File: src/rtl/tse_reg_init_seq.sv
// tse_reg_init_seq: walks a table of (address, data) pairs and writes each one to the TSE MAC register port.
// Optional feature macro TSE_SEQ_VERIFY_EN adds a masked readback check after every write.
module tse_reg_init_seq #(
  parameter int NUM_ENTRIES    = 8,
  parameter int TIMEOUT_CYCLES = 1023,
  localparam int CW = $clog2(NUM_ENTRIES + 1),
  localparam int IW = (NUM_ENTRIES > 1) ? $clog2(NUM_ENTRIES) : 1
) (
  input  logic                      clk,
  input  logic                      rst,
  input  logic                      start,
  input  logic [CW-1:0]             entry_count,
  input  logic [NUM_ENTRIES*8-1:0]  tbl_addr,
  input  logic [NUM_ENTRIES*32-1:0] tbl_data,
  input  logic [NUM_ENTRIES*32-1:0] tbl_mask,
  input  logic [31:0]               reg_data_out,
  input  logic                      reg_busy,
  output logic [31:0]               reg_data_in,
  output logic [7:0]                reg_addr,
  output logic                      reg_rd,
  output logic                      reg_wr,
  output logic                      seq_busy,
  output logic                      seq_done,
  output logic                      seq_error,
  output logic [IW-1:0]             err_index,
  output logic [1:0]                err_code
);

  localparam int TW = $clog2(TIMEOUT_CYCLES + 1);

  typedef enum logic [2:0] {
    S_IDLE,
    S_WRITE,
    S_NEXT,
    S_DONE,
    S_ERR
`ifdef TSE_SEQ_VERIFY_EN
    , S_VERIFY
`endif
  } state_t;

  state_t        r_state;
  logic [CW-1:0] r_count;
  logic [IW-1:0] r_index;
  logic [TW-1:0] r_tmo;
  logic          r_wr;
  logic [7:0]    r_addr;
  logic [31:0]   r_wdata;
  logic          r_busy;
  logic          r_done;
  logic          r_error;
  logic [IW-1:0] r_err_index;
  logic [1:0]    r_err_code;

  logic [CW-1:0] w_count_clamped;
  logic [IW-1:0] w_nxt_index;
  logic [7:0]    w_nxt_addr;
  logic [31:0]   w_nxt_data;
  logic          w_last;
  logic          w_tmo_hit;

  // Counts above the table depth are clamped so the walk never leaves the table.
  assign w_count_clamped = (entry_count > CW'(NUM_ENTRIES)) ? CW'(NUM_ENTRIES) : entry_count;
  assign w_nxt_index     = r_index + IW'(1);
  assign w_nxt_addr      = tbl_addr[{w_nxt_index, 3'b000} +: 8];
  assign w_nxt_data      = tbl_data[{w_nxt_index, 5'b00000} +: 32];
  assign w_last          = (CW'(r_index) == (r_count - CW'(1)));
  assign w_tmo_hit       = (r_tmo == TW'(TIMEOUT_CYCLES - 1));

`ifdef TSE_SEQ_VERIFY_EN
  logic        r_rd;
  logic [31:0] w_cur_data;
  logic [31:0] w_cur_mask;
  logic        w_rb_ok;

  assign w_cur_data = tbl_data[{r_index, 5'b00000} +: 32];
  assign w_cur_mask = tbl_mask[{r_index, 5'b00000} +: 32];
  assign w_rb_ok    = (((reg_data_out ^ w_cur_data) & w_cur_mask) == 32'd0);
  assign reg_rd     = r_rd;
`else
  logic w_unused_inputs;

  assign w_unused_inputs = ^{tbl_mask, reg_data_out};
  assign reg_rd          = 1'b0;
`endif

  always_ff @(posedge clk) begin
    if (rst) begin
      r_state     <= S_IDLE;
      r_count     <= '0;
      r_index     <= '0;
      r_tmo       <= '0;
      r_wr        <= 1'b0;
      r_addr      <= '0;
      r_wdata     <= '0;
      r_busy      <= 1'b0;
      r_done      <= 1'b0;
      r_error     <= 1'b0;
      r_err_index <= '0;
      r_err_code  <= '0;
`ifdef TSE_SEQ_VERIFY_EN
      r_rd        <= 1'b0;
`endif
    end else begin
      case (r_state)
        S_IDLE, S_DONE, S_ERR: begin
          if (start) begin
            r_done      <= 1'b0;
            r_error     <= 1'b0;
            r_err_code  <= 2'd0;
            r_err_index <= '0;
            if (w_count_clamped == '0) begin
              r_state <= S_DONE;
              r_done  <= 1'b1;
            end else begin
              r_state <= S_WRITE;
              r_count <= w_count_clamped;
              r_index <= '0;
              r_tmo   <= '0;
              r_wr    <= 1'b1;
              r_addr  <= tbl_addr[7:0];
              r_wdata <= tbl_data[31:0];
              r_busy  <= 1'b1;
            end
          end
        end

        // Completion beats timeout: a cycle with reg_busy low always finishes the write.
        S_WRITE: begin
          if (!reg_busy) begin
            r_wr  <= 1'b0;
            r_tmo <= '0;
`ifdef TSE_SEQ_VERIFY_EN
            r_state <= S_VERIFY;
            r_rd    <= 1'b1;
`else
            r_state <= S_NEXT;
`endif
          end else if (w_tmo_hit) begin
            r_wr        <= 1'b0;
            r_state     <= S_ERR;
            r_busy      <= 1'b0;
            r_error     <= 1'b1;
            r_err_code  <= 2'd1;
            r_err_index <= r_index;
          end else begin
            r_tmo <= r_tmo + TW'(1);
          end
        end

`ifdef TSE_SEQ_VERIFY_EN
        S_VERIFY: begin
          if (!reg_busy) begin
            r_rd <= 1'b0;
            if (w_rb_ok) begin
              r_state <= S_NEXT;
            end else begin
              r_state     <= S_ERR;
              r_busy      <= 1'b0;
              r_error     <= 1'b1;
              r_err_code  <= 2'd2;
              r_err_index <= r_index;
            end
          end else if (w_tmo_hit) begin
            r_rd        <= 1'b0;
            r_state     <= S_ERR;
            r_busy      <= 1'b0;
            r_error     <= 1'b1;
            r_err_code  <= 2'd1;
            r_err_index <= r_index;
          end else begin
            r_tmo <= r_tmo + TW'(1);
          end
        end
`endif

        S_NEXT: begin
          if (w_last) begin
            r_state <= S_DONE;
            r_busy  <= 1'b0;
            r_done  <= 1'b1;
          end else begin
            r_state <= S_WRITE;
            r_index <= w_nxt_index;
            r_tmo   <= '0;
            r_wr    <= 1'b1;
            r_addr  <= w_nxt_addr;
            r_wdata <= w_nxt_data;
          end
        end

        default: r_state <= S_IDLE;
      endcase
    end
  end

  assign reg_wr      = r_wr;
  assign reg_addr    = r_addr;
  assign reg_data_in = r_wdata;
  assign seq_busy    = r_busy;
  assign seq_done    = r_done;
  assign seq_error   = r_error;
  assign err_index   = r_err_index;
  assign err_code    = r_err_code;

endmodule

File: config.mk
export PLATFORM = sky130hd
export DESIGN_NAME = tse_reg_init_seq
export DESIGN_NICKNAME = d
export VERILOG_FILES = /design/src/rtl/tse_reg_init_seq.sv
export SDC_FILE = /design/constraint.sdc
export NUM_CORES = 1
export LEC_CHECK = 0
export CAP_MARGIN = 30
export CORE_AREA = 2 2 257 259
export CTS_CLUSTER_SIZE = 14
export DETAILED_ROUTE_END_ITERATION = 8
export DIE_AREA = 0 0 259 261
export GPL_TIMING_DRIVEN = 0
export PLACE_DENSITY = 0.32
export SLEW_MARGIN = 40
export SYNTH_ARGS = -nofsm -noshare
export SYNTH_HDL_FRONTEND = slang
export SYNTH_SLANG_ARGS = --single-unit
File: constraint.sdc
create_clock -name clk -period 2.6 [get_ports clk]
set_input_delay 0.26 -clock clk [delete_from_list [all_inputs] [get_ports clk]]
set_output_delay 0.26 -clock clk [all_outputs]
set_load 0.005 [all_outputs]
==> impl_results.md, run 1 <==
- Status: finished, final reports clean
- Antenna Nets Post-Route: 0
- Area Growth Syn to Fin: 91.2%
- Fill cells: 7282
- WP data arrival: ~2.7 ns
- Vias per cell: ~3.7
- Grt ovf: 0
- Register area share after synthesis: 22.9%
- Yosys reg bits: 67
- Fin crit period: 2.44 ns
- H-tree levels: 3
- Sequential Power Share: 24.3%
- # port buffers: 375
- Postcts setup bufs: 0
- Cts bufs inserted: 9
- Ys Warns: 0
- Switch share: 39.4%
- Clock Sink Count: 67
- Rows: 94
- Switching power: 0.00206 W
- Crit share post-route: a little over nine tenths
- CTS tree: built
- First-pass GRT wire length: between 50 and 60 mm
- Int Pwr: 0.00318 W
- DR iter-0 viols: 323
- Relative slew slack: about 48%
- Synth top area share: 27.4%
- Placed Cells incl. Taps: 1928
- Combinational power share: 52.2%
- Worst Hold Margin: between 0.4 and 0.5 ns
- Worst-skew pair later-pin latency: 0.38 ns
- F_max: around 0.41 GHz
- Pwr per Cell Area: 468 nW/µm²
- Layout cells sized above 1: 9.08%
- Yosys top cell by area: mux2i_1
- Die span in y: 261 µm
- Post-synthesis cell area: 5850 µm²
- Pre-CTS setup slack: -0.474 ns
- FFs w/ async S/R, synth: 0%
- Via count: 7108
- Final Setup Violations: 0
- Netlist cell types: 50
- Nets: 1694
- Vias in the first global route: 7453
- Power consumption: 0.00524 W
- Crit-path max FO: 10
- Clock network power share: between 20% and 30%
- CTS root buf: clkbuf_16
- Finished Layout Cells: roughly 1900
- Syn Area/Cell: 8.52 µm²
- Area of the die: 67600 µm²
- Final GP Congestion: between 0.7 and 0.8
- Cell count after synthesis: around 690
- Total GRT Usage: between 10% and 20%
- Setup Skew: roughly 0.011 ns
- Leakage power: 3.55 nW
- Slew @ Worst Pin: 0.782 ns
- Clock Path Buffers: 2
- HPWL after DPL: between 30 and 40 mm
- Number of flops mapped to enable cells by yosys: 0
- Routed WL: 41.5 mm
- CP Launch Type: flop
- I/O Pins: 666
- RSZ-0062 raised after global routing: yes
- Max-slew violations: 0
- Drt pass-1 iters: 5
- Worst Path Required: 2.82 ns
- Post-layout worst setup margin: around 0.16 ns
- Kind of critical path: reg2reg
- Die width: 259 µm
- Final hold vios: 0
- DR DRC count: 0
- Routed wire length per instance: 21.4 µm
- Final core utilization: between 15 and 20%
- Setup crit end kind: flop
- Core Area: 65000 µm²
- Largest net degree at the start of global routing: 14
- Synth area leaders: mux2i_1, dfxtp_1, a22oi_1
- Top_reg_cell synth: dfxtp_1
- Clk pin slew, worst setup/hold paths: approximately 0.070 ns
- VDD IR max: between 0.3 and 0.4 mV
- Hold/Removal Path Class: reg2reg
- Initial antenna violation count: 3
- Initial Util: 9.00%
- Max Cap Viol: 0
[registers in the layout, summed over array words and instances (netlist names)]
signal	flops
seq_done	1
r_state	3
reg_data_in	32
r_index	3
r_tmo	10
r_count	4
reg_wr	1
reg_addr	8
err_code	1
err_index	3
seq_busy	1
[final cells by class]
cell class	instances	area, µm²	share of cell area [%]
inverters	8	30.0	0.268
well taps	864	1080	9.67
multi-input cells	537	4210	37.6
diodes	1	2.50	0.0224
clock inverters	7	52.6	0.470
plain buffers	75	484	4.33
clock buffers	9	225	2.01
flip-flops and latches	67	1340	12.0
repair buffers	376	3760	33.6
[routing by layer]
metal | GRT usage [%] | part of all wire (%) | routed length [µm] | vias to the layer above
met5 | 0 | 0 | 0 | -
met2 | 19.1 | 45 | 18600 | 278
met1 | 15.9 | 47 | 19600 | 3375
met3 | 3.03 | 6.7 | 2790 | 17
met4 | 2.97 | 1.2 | 505 | 0
li1 | - | - | - | 3438
[power by group through the flow]
stage          clock network, W  logic (W)  registers [W]
3_5_place_dp                  0    0.00274        0.00130
6_report                0.00123    0.00274        0.00128
2_1_floorplan                 0    0.00122        0.00129
3_3_place_gp                  0    0.00272        0.00130
5_1_grt                 0.00135    0.00298        0.00130
4_1_cts                 0.00131    0.00280        0.00128
[worst max-delay path, stage by stage (launching register included)]
cell	delay, ns
dfxtp_1	0.46
ha_2	0.28
xnor2_1	0.21
and2_1	0.18
clkbuf_1	0.25
clkbuf_2	0.34
a22oi_1	0.12
a31oi_1	0.29
a221oi_1	0.14
[cells by family (layout without fill, tap and decap cells)]
family | after synthesis | after routing | synth area share, %
adders and majority gates | 4 | 4 | 0.855
DFF | 67 | 67 | 22.9
muxes | 160 | 160 | 27.4
AOI/OAI and AO/OA | 213 | 213 | 26.8
other | 1 | 3 | 0.0641
xor gates and xnor gates | 6 | 6 | 1.15
and+or+nand+nor | 152 | 152 | 14.2
buffers and inverters | 84 | 475 | 6.67
[stage by stage]
stage,TNS [ns],area [µm²]
6_report,0,11200
5_1_grt,-0.0366,11200
3_5_place_dp,-9.18,10700
4_1_cts,0,11100
2_1_floorplan,0,5850
3_3_place_gp,-22.64,10700
[placed cells by master, fill, tap and decap left out, drive strengths merged, types with 7 or more instances in the layout]
master,Yosys,final
nor2,48,48
clkbuf,32,37
a221oi,41,41
buf,44,48
or3,7,7
nor2b,42,42
nand3,9,9
dfxtp,67,67
clkdlybuf4s50,0,375
nand2,15,15
a22oi,80,80
a31oi,43,43
mux2i,160,160
o21ai,11,11
a21oi,20,20
inv,8,9
[cells in the mapped netlist, drive strengths merged, types with 7 or more instances]
cell,instances
buf,44
nor2,48
nor2b,42
a221oi,41
o21ai,11
a22oi,80
mux2i,160
clkbuf,32
inv,8
or3,7
a21oi,20
a31oi,43
nand3,9
dfxtp,67
nand2,15
[path summary, 6_finish.rpt]
path / cells past startpoint / startpoint / slack (ns) / end
min reg2reg: 2 / r_count[3] / 0.48 / r_count[3]
max reg2reg: 8 / r_index[1] / 0.16 / reg_data_in[20]
min: 2 / r_count[3] / 0.48 / r_count[3]
max: 8 / r_index[1] / 0.16 / reg_data_in[20]
[repair_timing]
action	in CTS	in global routing
setup endpoints to repair	40	37
hold buffers	0	0
resized for setup	40	24
pin swaps	0	3
hold endpoints to repair	0	0
(Power assumes the default switching activity.)
==> run 2: changes to the inputs <==
CAP_MARGIN = not set   (was 30)
SLEW_MARGIN = 20   (was 40)
==> impl_results.md, run 2 (synthesis gave the netlist of run 1 again) <==
- I/O Pins: 666 (unchanged)
- Core Area: 65000 µm² (unchanged)
- Routed wire length per instance: 21.4 µm (+0.27%)
- Layout cells sized above 1: 9.08% (unchanged)
- Area Growth Syn to Fin: 91.7%
- Initial antenna violation count: 6 (+3)
- Kind of critical path: reg2reg
- CP Launch Type: flop
- CTS root buf: clkbuf_16
- Slew @ Worst Pin: 0.878 ns (+0.0956 ns)
- H-tree levels: 3 (unchanged)
- Vias per cell: 3.66 (+0.19%)
- Fin crit period: 2.43 ns (-0.0170 ns)
- Postcts setup bufs: 0 (unchanged)
- Setup crit end kind: flop
- R2R cell count: 7 (-1)
- DR DRC count: 0 (unchanged)
- Via count: 7118 (+0.14%)
- Pre-CTS setup slack: -0.499 ns (-0.0257 ns)
- Worst-skew pair later-pin latency: 0.38 ns (about the same)
- Pwr per Cell Area: 479 nW/µm² (+2.2%)
- Die width: 259 µm (unchanged)
- VDD IR max: 0.329 mV (+5.0%)
- Multi-input gate area: 4210 µm² (about the same)
- DR iter-0 viols: 329 (+1.9%)
- First-pass GRT wire length: 56.9 mm (+0.27%)
- Hold path cells: 2 (unchanged)
- Finished Layout Cells: 1943 (-0.051%)
- Hold Path End: r_count[3]
- Antenna Nets Post-Route: 0 (unchanged)
- Post-layout worst setup margin: 0.174 ns (+0.0170 ns)
- Cts bufs inserted: 9 (unchanged)
- Largest net degree at the start of global routing: 13 (-1)
- Most common cell after layout, fill and taps aside: clkdlybuf4s50_1
- Total GRT Usage: 11.9% (about the same)
- Drt pass-1 iters: 4 (-1)
- Final hold vios: 0 (unchanged)
- CTS tree: built
- Die span in y: 261 µm (unchanged)
- Setup Skew: 0.0106 ns (-0.000599 ns)
- HPWL after DPL: 32.8 mm (about the same)
- Hold Buf Count CTS: 0 (unchanged)
- Power consumption: 0.00537 W (+2.5%)
- Final GP Congestion: 0.739 (unchanged)
- Clk pin slew, worst setup/hold paths: 0.07 ns (about the same)
- RSZ-0062 raised after global routing: no
- Relative slew slack: 41.5% (-6.4 points)
- Placed Cells incl. Taps: 1927 (-0.052%)
- Routed WL: 41.6 mm (+0.22%)
- Crit-path max FO: 10 (unchanged)
- Max-slew violations: 0 (unchanged)
- Clock Sink Count: 67 (unchanged)
- Rows: 94 (unchanged)
- Max Cap Viol: 0 (unchanged)
- Initial Util: 9.00% (unchanged)
- Fill cells: 7285 (+0.041%)
- RR Startpoint: r_index[1]
- Clock Path Buffers: 2 (unchanged)
- Max reg flops: 32 (unchanged)
- Grt ovf: 0 (unchanged)
- Nets: 1694 (unchanged)
- Most frequent cells in the layout: clkdlybuf4s50_1, mux2i_1, a22oi_1
- Vias in the first global route: 7482 (+0.39%)
- Critical R2R Capture: reg_addr[3]
- Worst Path Required: 2.88 ns (+0.06 ns)
- Leakage power: 3.57 nW (+0.53%)
- Status: finished, final reports clean
- Storage element area: 1340 µm² (unchanged)
- Crit share post-route: 93.3% (-0.65 points)
- WP data arrival: 2.71 ns (+0.05 ns)
- ANT cells: 0 (-1)
- F_max: 0.412 GHz (+0.70%)
- Area of the die: 67600 µm² (unchanged)
- Critical Path Source: r_index[1]
- # port buffers: 375 (unchanged)
- Worst hold start: r_count[3]
- Post-Route Setup TNS: 0 ns (unchanged)
- R2R Setup Slk: 0.17 ns (+0.02 ns)
- Final Setup Violations: 0 (unchanged)
- Hold/Removal Path Class: reg2reg
-- run 2: cell types whose count changed in the layout (fill, tap and decap cells not counted), moves of 2 or more --
cell        change
buf_2           -4
buf_4           +3
buf_6           -3
clkbuf_4        +4
clkbuf_8        +2
clkinvlp_4      -2
-- run 2: power breakdown --
group | internal [W] | switching [W]
Sequential | 0.00118 | 0.0000940
Combinational | 0.00135 | 0.00139
Clock | 0.000769 | 0.000583
Total | 0.00330 | 0.00207
-- run 2: final cells by class --
type,instances,share of cell area [%]
inverters,8,0.268
clock inverters,6,0.569
plain buffers,76,4.45
multi-input cells,537,37.5
repair buffers,375,33.5
well taps,864,9.64
flip-flops and latches,67,12.0
clock buffers,10,2.13
-- run 2: stage by stage --
step,utilization (%),hold slack (ns),instance area (µm²)
2_1_floorplan,-,0.396,5850
3_3_place_gp,16.4,0.463,10700
3_5_place_dp,16.5,0.470,10700
4_1_cts,17.1,0.479,11100
5_1_grt,17.2,0.503,11200
6_report,17.2,0.476,11200
-- run 2: how the worst max path moves through the flow --
stage                                  to  slack (ns)
after global placement    reg_data_in[18]        -1.0
final                         reg_addr[3]        0.17
after floorplan               reg_addr[5]        0.66
after global routing      reg_data_in[26]        0.01
after CTS                 reg_data_in[24]       0.003
after detailed placement  reg_data_in[11]       -0.50
-- run 2: repair_timing --
action,CTS,global route
resized for setup,44,32
pin swaps,0,4
endpoints found under the setup margin,40,37
-- run 2: worst max-delay path: stages, from the launching register on --
cell and delay [ns]:
dfxtp_1 0.47, ha_2 0.29, xnor2_1 0.21, nor2_1 0.19, clkbuf_2 0.31, a22oi_1 0.40
a31oi_1 0.15, a221oi_1 0.29
-- run 2: metal layers --
| metal | global-route usage, % | routed length [µm] | vias up |
|---|---|---|---|
| met2 | 19.3 | 18600 | 271 |
| met3 | 2.67 | 2910 | 15 |
| met4 | 2.50 | 344 | 0 |
| met1 | 16.1 | 19700 | 3397 |
| met5 | 0 | 0 | - |
| li1 | - | - | 3435 |
==> run 3: changes to the inputs <==
GPL_ROUTABILITY_DRIVEN = 0   (was not set)
==> results of run 3 <==
Final layout, timing and power as in run 2 (identical DEF).
